### src/rtl/pile_pkg.sv
// Shared defaults and the counter action encoding for the brick-stack tracker.
package pile_pkg;

   localparam int WIDTH_DEF      = 3;
   localparam int MAX_HEIGHT_DEF = 7;

   typedef enum logic [1:0] {
      ACT_HOLD = 2'd0,
      ACT_INC  = 2'd1,
      ACT_DEC  = 2'd2,
      ACT_ERR  = 2'd3
   } action_e;

endpackage

### src/rtl/pile_sync_edge.sv
// Two-flop synchroniser for an asynchronous button level, followed by a
// rising-edge detector giving one pulse per 0->1 transition.
module pile_sync_edge (
   input  logic clk,
   input  logic reset,
   input  logic in_async,
   output logic pulse
);

   logic sync1_q;
   logic sync2_q;
   logic prev_q;

   // NOTE: sequential state uses non-blocking assignments so every flop samples
   // the pre-edge value of its neighbour, which is what makes this a shift chain.
   always_ff @(posedge clk or negedge reset) begin
      if (!reset) begin
         sync1_q <= 1'b0;
         sync2_q <= 1'b0;
         prev_q  <= 1'b0;
      end else begin
         sync1_q <= in_async;
         sync2_q <= sync1_q;
         prev_q  <= sync2_q;
      end
   end

   // prev_q clears at reset, so a level already high at release counts as a new edge.
   assign pulse = sync2_q & ~prev_q;

endmodule

### src/rtl/pile.sv
// Brick-stack height tracker: saturating up/down counter driven by
// synchronised, edge-detected plus/moins button presses.
module pile
   import pile_pkg::*;
#(
   parameter int WIDTH      = WIDTH_DEF,
   parameter int MAX_HEIGHT = MAX_HEIGHT_DEF
) (
   input  logic             clk,
   input  logic             reset,
   input  logic             plus,
   input  logic             moins,
   output logic [WIDTH-1:0] Hauteur,
   output logic             vide,
   output logic             pleine,
   output logic             erreur
);

   localparam logic [WIDTH-1:0] MAX_H = WIDTH'(MAX_HEIGHT);

   logic             p_pulse;
   logic             m_pulse;
   action_e          action;
   logic [WIDTH-1:0] hauteur_d, hauteur_q;
   logic             vide_d, vide_q;
   logic             pleine_d, pleine_q;
   logic             erreur_d, erreur_q;

   pile_sync_edge u_sync_plus (
      .clk      (clk),
      .reset    (reset),
      .in_async (plus),
      .pulse    (p_pulse)
   );

   pile_sync_edge u_sync_moins (
      .clk      (clk),
      .reset    (reset),
      .in_async (moins),
      .pulse    (m_pulse)
   );

   // Simultaneous add and remove cancel out and fall through to ACT_HOLD.
   // NOTE: every combinational output gets a default first so no path leaves it
   // unassigned, which would otherwise infer a latch.
   always_comb begin
      action = ACT_HOLD;
      if (p_pulse && !m_pulse) begin
         action = (hauteur_q == MAX_H) ? ACT_ERR : ACT_INC;
      end else if (m_pulse && !p_pulse) begin
         action = (hauteur_q == '0) ? ACT_ERR : ACT_DEC;
      end
   end

   always_comb begin
      hauteur_d = hauteur_q;
      erreur_d  = 1'b0;
      unique case (action)
         ACT_INC: hauteur_d = hauteur_q + WIDTH'(1);
         ACT_DEC: hauteur_d = hauteur_q - WIDTH'(1);
         ACT_ERR: erreur_d  = 1'b1;
         default: ;
      endcase
      vide_d   = (hauteur_d == '0);
      pleine_d = (hauteur_d == MAX_H);
   end

   // Flags are derived from the next height so they flip on the same edge as Hauteur.
   always_ff @(posedge clk or negedge reset) begin
      if (!reset) begin
         hauteur_q <= '0;
         vide_q    <= 1'b1;
         pleine_q  <= 1'b0;
         erreur_q  <= 1'b0;
      end else begin
         hauteur_q <= hauteur_d;
         vide_q    <= vide_d;
         pleine_q  <= pleine_d;
         erreur_q  <= erreur_d;
      end
   end

   assign Hauteur = hauteur_q;
   assign vide    = vide_q;
   assign pleine  = pleine_q;
   assign erreur  = erreur_q;

endmodule

### config.mk
export PLATFORM = sky130hd
export DESIGN_NAME = pile
export DESIGN_NICKNAME = d
export VERILOG_FILES = /design/src/rtl/pile_pkg.sv /design/src/rtl/pile_sync_edge.sv /design/src/rtl/pile.sv
export SDC_FILE = /design/constraint.sdc
export NUM_CORES = 1
export LEC_CHECK = 0
export ABC_AREA = 1
export BUFFER_PORTS_ARGS = -buffer_cell sky130_fd_sc_hd__buf_2
export CAP_MARGIN = 20
export CORE_AREA = 2 2 39 41
export CTS_CLUSTER_DIAMETER = 200
export DETAILED_ROUTE_END_ITERATION = 7
export DIE_AREA = 0 0 41 43
export PLACE_DENSITY = 0.59
export REMOVE_ABC_BUFFERS = 1
export SLEW_MARGIN = 20
export SYNTH_ARGS = -nofsm -noshare
export SYNTH_HDL_FRONTEND = slang
export SYNTH_SLANG_ARGS = --single-unit
export TNS_END_PERCENT = 100
### constraint.sdc
create_clock -name clk -period 2.05 [get_ports clk]
set_input_delay 0 -clock clk [delete_from_list [all_inputs] [get_ports clk]]
set_output_delay 0 -clock clk [all_outputs]
set_load 0.02 [all_outputs]
; ---- Yosys cells after proc, flatten, opt, wreduce, memory -nomap -nowiden
; Index checks and enable logic that the tools add are counted.
[word_totals]
word_cells = 33
input_bits = 4
output_inout_bits = 6
register_bits = 12
[classes]
n_mux = 6
add_sub_neg = 2
bitwise = 4
n_eq_ne = 5
reduce_logical = 6
[ops]
columns = operator, count
row1 = $eq 3x3->1 const B, 2
row2 = $logic_not 3->1, 2
row3 = $mux 2, 3
row4 = $pmux 3 s2, 1
row5 = $eq 2x2->1 const B, 2
row6 = $add 3x1->3 const B, 1
row7 = $sub 3x1->3 const B, 1
row8 = $and 1x1->1, 2
row9 = $eq 2x1->1 const B, 1
row10 = $logic_and 1x1->1, 2
row11 = $logic_not 1->1, 2
row12 = $mux 1, 2
row13 = $not 1->1, 2

; ---- Logic depth before layout (Yosys ltp)
; Gate-level depths: netlist (run 1).
[logic_depth]
word_depth = 9
mapped_depth = 15
depth_no_buf = 15

; ---- Cells and area by module
; From an unflattened synthesis (run 1), not the netlist that was laid out.
[unflattened]
cells_unflattened = 50
hier_area_um2 = 529.3
[by_module_without_submodules]
columns = mod, area_per_inst_um2, seq_area_each_um2, instances, cells_per_inst
row1 = pile, 359.1, 151.4, 1, 40
row2 = pile_sync_edge, 85.1, 75.1, 2, 5

; ---- Worst setup path after synthesis (run 1)
; Ideal clock, no wire load.
[synth_path]
kind = register -> register
from = register hauteur_q[0], in the netlist Hauteur[0]
to = register pleine_q, in the netlist pleine
path_stages_with_launch = 13
required_ns = 1.973
slack_ns = 0.123
period_less_slack_ns = 1.927
path_buffers = 0
t_arrival_ns = 1.850
path_cell_list = dfrtp_1 -> nor3_1 -> nand2_1 -> nand2_1 -> inv_1 -> ha_1 -> inv_1 -> fa_1 -> nand2_1 -> o21ai_2 -> inv_1 -> nand2_1 -> a21oi_1
[synth_via]
elab_chain_len = 7
word_cells_on_any_way = 12
cone_classes = add/sub: 2 / eq/ne: 4 / mux: 5 / reduce/logical: 1
[synth_lines]
columns = element, line_no
row1 = from (decl), pile.sv:24  ; logic [WIDTH-1:0] hauteur_d, hauteur_q;
row2 = from (signal assigned), pile.sv:76  ; hauteur_q <= hauteur_d;
row3 = $logic_not 3->1, pile.sv:51  ; action = (hauteur_q == '0) ? ACT_ERR : ACT_DEC;
row4 = $mux 1, pile.sv:51
row5 = $mux 2, pile.sv:50  ; end else if (m_pulse && !p_pulse) begin
row6 = $mux 2, pile.sv:48  ; if (p_pulse && !m_pulse) begin
row7 = $eq 2x2->1 / $eq 2x1->1 (equally long branches), pile.sv:58  ; unique case (action)
row8 = $pmux 3 s2 (*), pile.sv:58
row9 = via hauteur_d[1], pile.sv:24
row10 = $eq 3x3->1 (*), pile.sv:65  ; pleine_d = (hauteur_d == MAX_H);
row11 = via pleine_d, pile.sv:26  ; logic pleine_d, pleine_q;
row12 = to (signal assigned), pile.sv:78  ; pleine_q <= pleine_d;
row13 = to (decl), pile.sv:26
; Mark *: on every way through the listed nets, which the timed path passes. The rest lies on a longest branch.

; ---- Worst setup path after layout (run 1)
[layout_path]
from = register hauteur_q[0], in the netlist Hauteur[0]
to = register vide_q, in the netlist vide
[layout_via]
elab_chain_len = 7
word_cells_on_any_way = 12
cone_classes = add/sub: 2 / eq/ne: 3 / mux: 5 / reduce/logical: 2
[layout_lines]
columns = element, line_no
row1 = $logic_not 3->1, pile.sv:51
row2 = $mux 1, pile.sv:51
row3 = $mux 2, pile.sv:50
row4 = $mux 2, pile.sv:48
row5 = $eq 2x2->1 / $eq 2x1->1 (equally long branches), pile.sv:58
row6 = $pmux 3 s2 (*), pile.sv:58
row7 = via hauteur_d[2], pile.sv:24
row8 = $logic_not 3->1 (*), pile.sv:64  ; vide_d = (hauteur_d == '0);
row9 = via vide_d, pile.sv:25  ; logic vide_d, vide_q;
row10 = to (signal assigned), pile.sv:77  ; vide_q <= vide_d;
row11 = to (decl), pile.sv:25
; Marked as above.

==> results of run 1 <==
placed cells by master, fill, tap and decap left out, types with 2 or more instances in the layout:
cell                            instances
sky130_fd_sc_hd__inv_2                  2
sky130_fd_sc_hd__dlygate4sd3_1          3
sky130_fd_sc_hd__a21oi_2                2
sky130_fd_sc_hd__nand2_1                8
sky130_fd_sc_hd__buf_4                  3
sky130_fd_sc_hd__nand3_1                3
sky130_fd_sc_hd__inv_1                  8
sky130_fd_sc_hd__dfrtp_1               10
sky130_fd_sc_hd__clkbuf_4               3
sky130_fd_sc_hd__buf_2                  9
sequential cells by signal, indices dropped and copies added, names as in the netlist:
name	count
Hauteur	3
erreur	1
pleine	1
u_sync_moins.prev_q	1
u_sync_moins.sync1_q	1
u_sync_moins.sync2_q	1
u_sync_plus.prev_q	1
u_sync_plus.sync1_q	1
u_sync_plus.sync2_q	1
vide	1
per-stage QoR:
step	TNS (ps)	worst slack (ps)	hold slack, ps	util, %	power (mW)
finish	0	56.9	130	48.6	0.925
global route	-152	-81.1	144	48.6	0.997
CTS	0	37.9	124	45.4	0.873
detailed placement	0	67.8	-112	40.6	0.679
global placement	0	103	-111	40.6	0.679
floorplan	0	123	-296	-	0.571
worst max-delay path, delay by kind of cell (launching register included):
family          cells  cell delay [ps]
compound gates      1              200
fa+ha+maj           2              590
buf+inv             2              160
flops               1              410
simple gates        6              560
layer usage:
layer | share of wire (%) | vias to the layer above | wire length (um) | track usage [%]
met5 | 0 | - | 0 | 0
met4 | 2.1 | 0 | 18 | 8.00
met3 | 4.6 | 3 | 39 | 5.24
met2 | 51 | 10 | 429 | 14.7
met1 | 42 | 169 | 357 | 13.8
li1 | - | 182 | - | -
cell type report:
type	instances	area, um2	share of cell area [%]
Sequential cell	12	303	45.0
Multi-Input combinational cell	24	168	24.9
Timing Repair Buffer	16	109	16.2
Inverter	10	37.5	5.58
Clock buffer	4	36.3	5.39
Tap cell	16	20.0	2.97
how the worst min path moves through the flow:
| stage | startpoint | to | slack [ps] | depth (start not counted) |
|---|---|---|---|---|
| floorplan | reset | Hauteur[0] | -300 | 0 |
| global route | reset | u_sync_plus.sync1_q | 140 | 2 |
| detailed placement | reset | pleine | -110 | 1 |
| CTS | reset | u_sync_plus.sync1_q | 120 | 2 |
| global placement | reset | pleine | -110 | 1 |
| finish | reset | pleine | 130 | 2 |
power by group through the flow:
stage	Combinational [mW]	Clock (mW)	Sequential (mW)
floorplan	0.158	0	0.413
CTS	0.339	0.191	0.344
global placement	0.332	0	0.347
detailed placement	0.333	0	0.346
global route	0.440	0.202	0.356
finish	0.392	0.182	0.351
cell families after synthesis:
kind of cell             count (synthesis)  share of synthesized area [%]
XOR/XNOR                                 1                           1.79
adder cells (fa/ha/maj)                  3                           9.21
buffers and inverters                   10                           7.67
AO/OA/AOI/OAI                            4                           5.37
AND/OR/NAND/NOR                         16                           14.3
flip-flops                              12                           61.6
what timing repair did:
item / 4_1_cts / 5_1_grt
buffers inserted: 0 / 3
resized for setup: 0 / 8
hold buffers: 3 / 0
endpoints found under the setup margin: 0 / 3
endpoints found under the hold margin: 14 / 0
==> impl_table.tex, run 1 <==
\begin{tabular}{lr}
\hline
Metric & Value \\
\hline
\multicolumn{2}{l}{\textbf{Status}} \\
Status & finished, final reports clean \\
\multicolumn{2}{l}{\textbf{STA}} \\
Clock tree skew after final layout & 1.47 ps \\
Min cycle time layout & 1990 ps \\
Maximum frequency from static timing analysis & 0.502 GHz \\
Part of the cycle the worst path needs & 97.2\% \\
Max-slew violation count & 0 \\
Setup Viol. Count Final & 0 \\
Headroom to the max-slew limit & 82.2\% \\
Transition time at the pin with the least slew margin & 266 ps \\
Hold Violations, Final & 0 \\
Setup repair after global routing missed its margin & yes \\
\multicolumn{2}{l}{\textbf{Clock network}} \\
CTS Root Buffer Type & sky130\_fd\_sc\_hd\_\_clkbuf\_4 \\
H-tree depth & 1 \\
Clock tree from TritonCTS & yes \\
Bufs on Longest Clock Path & 2 \\
Clk Latency, worst-skew pair & 270 ps \\
Inserted Clock Buffers & 3 \\
Clock-pin slew on the worst setup and hold paths & 70 ps \\
CTS Sinks & 12 \\
\multicolumn{2}{l}{\textbf{Pwr}} \\
Largest voltage drop on the vdd net & 0.000732 V \\
Part of the power in the clock network & 19.7\% \\
Leak pwr & 0.352 nW \\
NetSw & 0.354 mW \\
Combinational group share of total power & 42.3\% \\
Fraction of power spent switching nets & 38.3\% \\
Power per Cell Area & 1370 nW/um2 \\
Cell internal power dissipation & 0.571 mW \\
Flop pwr share & 38.0\% \\
\multicolumn{2}{l}{\textbf{Routing}} \\
DRC marker count from the first detailed-route iteration & 9 \\
Final WL & 845 um \\
Detailed-router iteration count before antenna repair & 2 \\
Post-detailed-route via-to-cell ratio & 4.44 \\
Routed WL per cell & 10.3 um \\
Detail Route Antenna Nets & 0 \\
Total number of vias & 364 \\
DRC errors left & 0 \\
\multicolumn{2}{l}{\textbf{Cells and area}} \\
Synthesis-to-finish area growth & 37.6\% \\
Final-layout fill cell count & 128 \\
Final Net Count & 74 \\
Post-route non-filler standard cell count & 82 \\
Post-route cell area & 673 um2 \\
Antenna diode count & 0 \\
Fraction of final layout cells sized beyond drive strength 1 & 40.9\% \\
\multicolumn{2}{l}{\textbf{Yosys}} \\
Cells after synthesis & 46 \\
Unique cell type count in the Yosys netlist & 16 \\
Area contributors post-synth & sky130\_fd\_sc\_hd\_\_dfrtp\_1, sky130\_fd\_sc\_hd\_\_inv\_1, sky130\_fd\_sc\_hd\_\_nand2\_1 \\
Library cell with the largest summed area after synthesis & sky130\_fd\_sc\_hd\_\_dfrtp\_1 \\
Top-area cell type share of the netlist area & 56.3\% \\
Flip-flop cell with the highest count after synthesis & sky130\_fd\_sc\_hd\_\_dfrtp\_1 \\
Count of flip-flops with a built-in enable after synthesis & 0 \\
Most common library cells after synthesis & sky130\_fd\_sc\_hd\_\_dfrtp\_1, sky130\_fd\_sc\_hd\_\_inv\_1, sky130\_fd\_sc\_hd\_\_nand2\_1, sky130\_fd\_sc\_hd\_\_nand3\_1 \\
Most repeated cell in the gate-level netlist after synthesis & sky130\_fd\_sc\_hd\_\_dfrtp\_1 \\
Yosys warning count & 0 \\
Async set or reset register ratio after synthesis & 100\% \\
Summed instance area of the synthesized netlist & 489 um2 \\
Sequential cell area fraction in the yosys report & 61.6\% \\
Post-synthesis area per instance & 10.6 um2 \\
Seq cells post-synth & 12 \\
\multicolumn{2}{l}{\textbf{Die}} \\
Die height & 43 um \\
Floorplan die area & 1760 um2 \\
Initial Utilization & 35.4\% \\
Top Ports & 10 \\
Core Footprint & 1380 um2 \\
Die X-Extent & 41 um \\
Cell row count & 14 \\
\multicolumn{2}{l}{\textbf{Worst setup path}} \\
Worst Reg2Reg Path Length in Cells & 11 \\
Capturing element type of the critical path & register \\
Crit-path max cell delay & 410 ps \\
R2R Path Start & Hauteur[0] \\
Reg-to-Reg End & vide \\
Worst R2R Setup Slack & 60 ps \\
Endpoint of the most critical setup path & vide \\
Arrival time at the worst endpoint & 2200 ps \\
Critical Setup Path Class & reg2reg \\
Worst path required time & 2260 ps \\
Crit-path cells & buf\_6 > nand3\_1 > o21bai\_1 > ha\_2 > inv\_2 > fa\_1 > nand2\_1 > nand3\_1 > nand2\_2 > nand2\_1 > nor2\_1 \\
Slowest library cell on the worst path & sky130\_fd\_sc\_hd\_\_dfrtp\_1 \\
Startpoint of the worst setup timing path & Hauteur[0] \\
Nature of the critical path startpoint & register \\
Crit Path Max Fanout & 3 \\
\multicolumn{2}{l}{\textbf{Job}} \\
\# Max-Cap Violations & 0 \\
\multicolumn{2}{l}{\textbf{Worst hold path}} \\
Kind of path behind the tightest hold check & in2async \\
\multicolumn{2}{l}{\textbf{Global route}} \\
Pin count of the biggest net entering global routing & 13 \\
Vias in the first global route & 342 \\
Total overflow reported by the global router & 0 \\
GRT Overall Usage & 11.2\% \\
First-pass GRT wire length & 1260 um \\
Initial antenna violation count & 0 \\
\multicolumn{2}{l}{\textbf{Placed design}} \\
Port Buffer Count & 9 \\
Instance area after placement & 562 um2 \\
Detailed Place HPWL & 524 um \\
Final weighted congestion in routability-driven placement & 0.716 \\
Placed instance count & 72 \\
\hline
\end{tabular}
(Power assumes the default switching activity.)
==> run 2: changes to the inputs <==
--- a/config.mk
+++ b/config.mk
@@ -6,5 +6,4 @@
 export NUM_CORES = 1
 export LEC_CHECK = 0
-export ABC_AREA = 1
 export BUFFER_PORTS_ARGS = -buffer_cell sky130_fd_sc_hd__buf_2
 export CAP_MARGIN = 20
@@ -13,5 +12,5 @@
 export DETAILED_ROUTE_END_ITERATION = 7
 export DIE_AREA = 0 0 41 43
-export PLACE_DENSITY = 0.59
+export PLACE_DENSITY = 0.62
 export REMOVE_ABC_BUFFERS = 1
 export SLEW_MARGIN = 20
==> constraint.sdc (replaced) <==
create_clock -name clk -period 2.05 [get_ports clk]
set_input_delay 0 -clock clk [delete_from_list [all_inputs] [get_ports clk]]
set_output_delay 0 -clock clk [all_outputs]
set_load 0.01 [all_outputs]
==> impl_table.tex, run 2 <==
\begin{tabular}{lr}
\hline
Metric & Value \\
\hline
\multicolumn{2}{l}{\textbf{Yosys}} \\
Most repeated cell in the gate-level netlist after synthesis & sky130\_fd\_sc\_hd\_\_dfrtp\_1 \\
Most common library cells after synthesis & sky130\_fd\_sc\_hd\_\_dfrtp\_1, sky130\_fd\_sc\_hd\_\_inv\_1 \\
Post-synthesis area per instance & 13.3 um2 (+25\%) \\
Cells after synthesis & 39 (-15\%) \\
Library cell with the largest summed area after synthesis & sky130\_fd\_sc\_hd\_\_dfrtp\_1 \\
Count of flip-flops with a built-in enable after synthesis & 0 (unchanged) \\
Area contributors post-synth & sky130\_fd\_sc\_hd\_\_dfrtp\_1, sky130\_fd\_sc\_hd\_\_dfstp\_2, sky130\_fd\_sc\_hd\_\_ha\_1 \\
Largest family of logic cells by synthesized area & compound AO/OA/AOI/OAI gates \\
Top-area cell type share of the netlist area & 52.9\% (-3.4 points) \\
XOR/XNOR Fraction of Synth Area & 5.05\% (+3.3 points) \\
Summed instance area of the synthesized netlist & 520 um2 (+6.4\%) \\
Unique cell type count in the Yosys netlist & 22 (+6) \\
Flip-flop cell with the highest count after synthesis & sky130\_fd\_sc\_hd\_\_dfrtp\_1 \\
Post-synthesis share of cell area spent on full adders, half adders and majority gates & 8.65\% (-0.55 points) \\
Yosys warning count & 0 (unchanged) \\
Simple-gate share of the synthesized area & 8.89\% (-5.4 points) \\
Seq cells post-synth & 12 (unchanged) \\
Sequential cell area fraction in the yosys report & 57.9\% (-3.7 points) \\
Async set or reset register ratio after synthesis & 100\% (unchanged) \\
Multiplexer share of the synthesized area & 1.92\% (+1.9 points) \\
Compound-cell area share of the yosys netlist & 10.8\% (+5.4 points) \\
\multicolumn{2}{l}{\textbf{Global route}} \\
Total overflow reported by the global router & 0 (unchanged) \\
First-pass GRT wire length & 1400 um (+11\%) \\
GRT Overall Usage & 12.2\% (+1.0 points) \\
Initial antenna violation count & 0 (unchanged) \\
Pin count of the biggest net entering global routing & 13 (unchanged) \\
Vias in the first global route & 358 (+4.7\%) \\
\multicolumn{2}{l}{\textbf{STA}} \\
Min cycle time layout & 2110 ps (+119 ps) \\
Setup Viol. Count Final & 3 (+3) \\
Hold Violations, Final & 0 (unchanged) \\
Final setup margin & -62.0 ps (-119 ps) \\
Transition time at the pin with the least slew margin & 290 ps (+23.4 ps) \\
Part of the cycle the worst path needs & 103\% (+5.8 points) \\
Headroom to the max-slew limit & 80.4\% (-1.8 points) \\
Max-slew violation count & 0 (unchanged) \\
Maximum frequency from static timing analysis & 0.473 GHz (-5.6\%) \\
Clock tree skew after final layout & 5.43 ps (+3.96 ps) \\
Setup repair after global routing missed its margin & yes \\
\multicolumn{2}{l}{\textbf{Routing}} \\
Detail Route Antenna Nets & 0 (unchanged) \\
DRC marker count from the first detailed-route iteration & 2 (-7) \\
Detailed-router iteration count before antenna repair & 4 (+2) \\
Final WL & 848 um (+0.36\%) \\
DRC errors left & 0 (unchanged) \\
Post-detailed-route via-to-cell ratio & 4.58 (+3.2\%) \\
Routed WL per cell & 10.7 um (+4.2\%) \\
Total number of vias & 362 (-0.55\%) \\
\multicolumn{2}{l}{\textbf{Clock network}} \\
H-tree depth & 1 (unchanged) \\
CTS Sinks & 12 (unchanged) \\
Clk Latency, worst-skew pair & 270 ps (about the same) \\
Inserted Clock Buffers & 3 (unchanged) \\
Bufs on Longest Clock Path & 2 (unchanged) \\
Clock-pin slew on the worst setup and hold paths & 70 ps (about the same) \\
Clock tree from TritonCTS & yes \\
CTS Root Buffer Type & sky130\_fd\_sc\_hd\_\_clkbuf\_4 \\
\multicolumn{2}{l}{\textbf{Cells and area}} \\
Area used by sequential logic in the layout & 302 um2 (-0.41\%) \\
Final Net Count & 71 (-4.1\%) \\
Final-layout fill cell count & 120 (-6.3\%) \\
Most frequent cells in the layout & sky130\_fd\_sc\_hd\_\_dfrtp\_1, sky130\_fd\_sc\_hd\_\_buf\_4, sky130\_fd\_sc\_hd\_\_buf\_2 \\
Antenna diode count & 0 (unchanged) \\
Synthesis-to-finish area growth & 45.0\% \\
Post-route non-filler standard cell count & 79 (-3.7\%) \\
Final Core Density & 54.5\% (+5.9 points) \\
Fraction of final layout cells sized beyond drive strength 1 & 54.0\% (+13 points) \\
Max reg flops & 3 (unchanged) \\
Area of combinational cells with multiple inputs & 220 um2 (+31\%) \\
Most frequent standard cell in the layout excluding fill and tap cells & sky130\_fd\_sc\_hd\_\_dfrtp\_1 \\
\multicolumn{2}{l}{\textbf{Worst setup path}} \\
Crit Path Max Fanout & 3 (unchanged) \\
Nature of the critical path startpoint & register \\
Crit-path cells & nand2b\_4 > a21o\_1 > o21ai\_2 > ha\_2 > inv\_2 > fa\_2 > xor2\_2 > o21a\_1 > or2\_1 \\
Arrival time at the worst endpoint & 2260 ps (+60 ps) \\
Critical Setup Path Class & reg2reg \\
Crit-path max cell delay & 370 ps (-40 ps) \\
Capturing element type of the critical path & register \\
Worst path required time & 2200 ps (-60 ps) \\
Slowest library cell on the worst path & sky130\_fd\_sc\_hd\_\_dfrtp\_1 \\
\multicolumn{2}{l}{\textbf{Die}} \\
Floorplan die area & 1760 um2 (unchanged) \\
Die height & 43 um (unchanged) \\
Core Footprint & 1380 um2 (unchanged) \\
Top Ports & 10 (unchanged) \\
Initial Utilization & 37.6\% (+2.3 points) \\
Cell row count & 14 (unchanged) \\
Die X-Extent & 41 um (unchanged) \\
\multicolumn{2}{l}{\textbf{Job}} \\
\# Max-Cap Violations & 0 (unchanged) \\
\multicolumn{2}{l}{\textbf{Pwr}} \\
Leak pwr & 0.366 nW (+4.2\%) \\
Largest voltage drop on the vdd net & 0.000770 V (+5.2\%) \\
Overall Power & 1.01 mW (+9.2\%) \\
Power per Cell Area & 1340 nW/um2 (-2.5\%) \\
\multicolumn{2}{l}{\textbf{Placed design}} \\
Final weighted congestion in routability-driven placement & 0.725 (+1.2\%) \\
Placed instance count & 70 (-2.8\%) \\
Port Buffer Count & 9 (unchanged) \\
Detailed Place HPWL & 586 um (+12\%) \\
\multicolumn{2}{l}{\textbf{Worst hold path}} \\
Kind of path behind the tightest hold check & in2async \\
\multicolumn{2}{l}{\textbf{Status}} \\
Status & complete, but fails checks \\
Violations in the final reports & negative setup slack \\
\hline
\end{tabular}
## run 2: critical path: cells and delay by family (launching register included)
| family | cells | cell delay (ps) |
|---|---|---|
| AOI/OAI and AO/OA | 3 | 510 |
| xor gates and xnor gates | 1 | 170 |
| adders and majority gates | 2 | 540 |
| buffers and inverters | 1 | 40 |
| DFF | 1 | 370 |
| and+or+nand+nor | 2 | 370 |
## run 2: timing repair
action	CTS	global route
hold endpoints to repair	14	0
endpoints found under the setup margin	3	4
buffers inserted	1	1
resized for setup	6	4
hold buffers	3	0
pin swaps	2	1
## run 2: report_power, final
group	switching, mW	internal [mW]
clock	0.0738	0.108
combinational	0.237	0.259
sequential	0.0390	0.294
total	0.350	0.661
## run 2: kinds of logic after synthesis
logic type,Yosys count
AOI/OAI and AO/OA,6
buffers and inverters,7
adders and majority gates,3
xor gates and xnor gates,3
and+or+nand+nor,7
DFF,12
muxes,1
## run 2: layer usage
| layer | global-route usage, % | wire length, um | part of all wire [%] |
|---|---|---|---|
| met2 | 18.8 | 409 | 48 |
| met1 | 13.2 | 377 | 44 |
| met5 | 0 | 0 | 0 |
| met4 | 4.00 | 0 | 0 |
| met3 | 7.85 | 62 | 7.3 |
## run 2: path summary, 6_finish.rpt
path                                             end  depth (start not counted)  slack [ps]                 start
worst max-delay path                      Hauteur[2]                          9         -60    u_sync_plus.prev_q
worst min-delay path                          erreur                          2         120                 reset
worst max register to register            Hauteur[2]                          9         -60    u_sync_plus.prev_q
worst min register to register  u_sync_moins.sync2_q                          0         350  u_sync_moins.sync1_q
max in group asynchronous                       vide                          2        1660                 reset
min in group clk                u_sync_moins.sync2_q                          0         350  u_sync_moins.sync1_q
## run 2: area by class of cell
type / instances / share of cell area, %
clock buffer: 4 / 4.81
sequential: 12 / 40.0
inverter: 4 / 1.99
multi-input combinational: 20 / 29.2
timing repair buffer: 23 / 21.4
tap: 16 / 2.65
## run 2: metrics by stage
step / hold WS [ps] / setup TNS, ps / worst slack [ps] / area [um2]
final: 120 / -92.0 / -62.0 / 754
after global routing: 149 / -483 / -167 / 754
after CTS: 120 / -105 / -66.6 / 727
after detailed placement: -113 / -485 / -199 / 633
after global placement: -117 / -559 / -206 / 633
after floorplan: -296 / -257 / -130 / 500
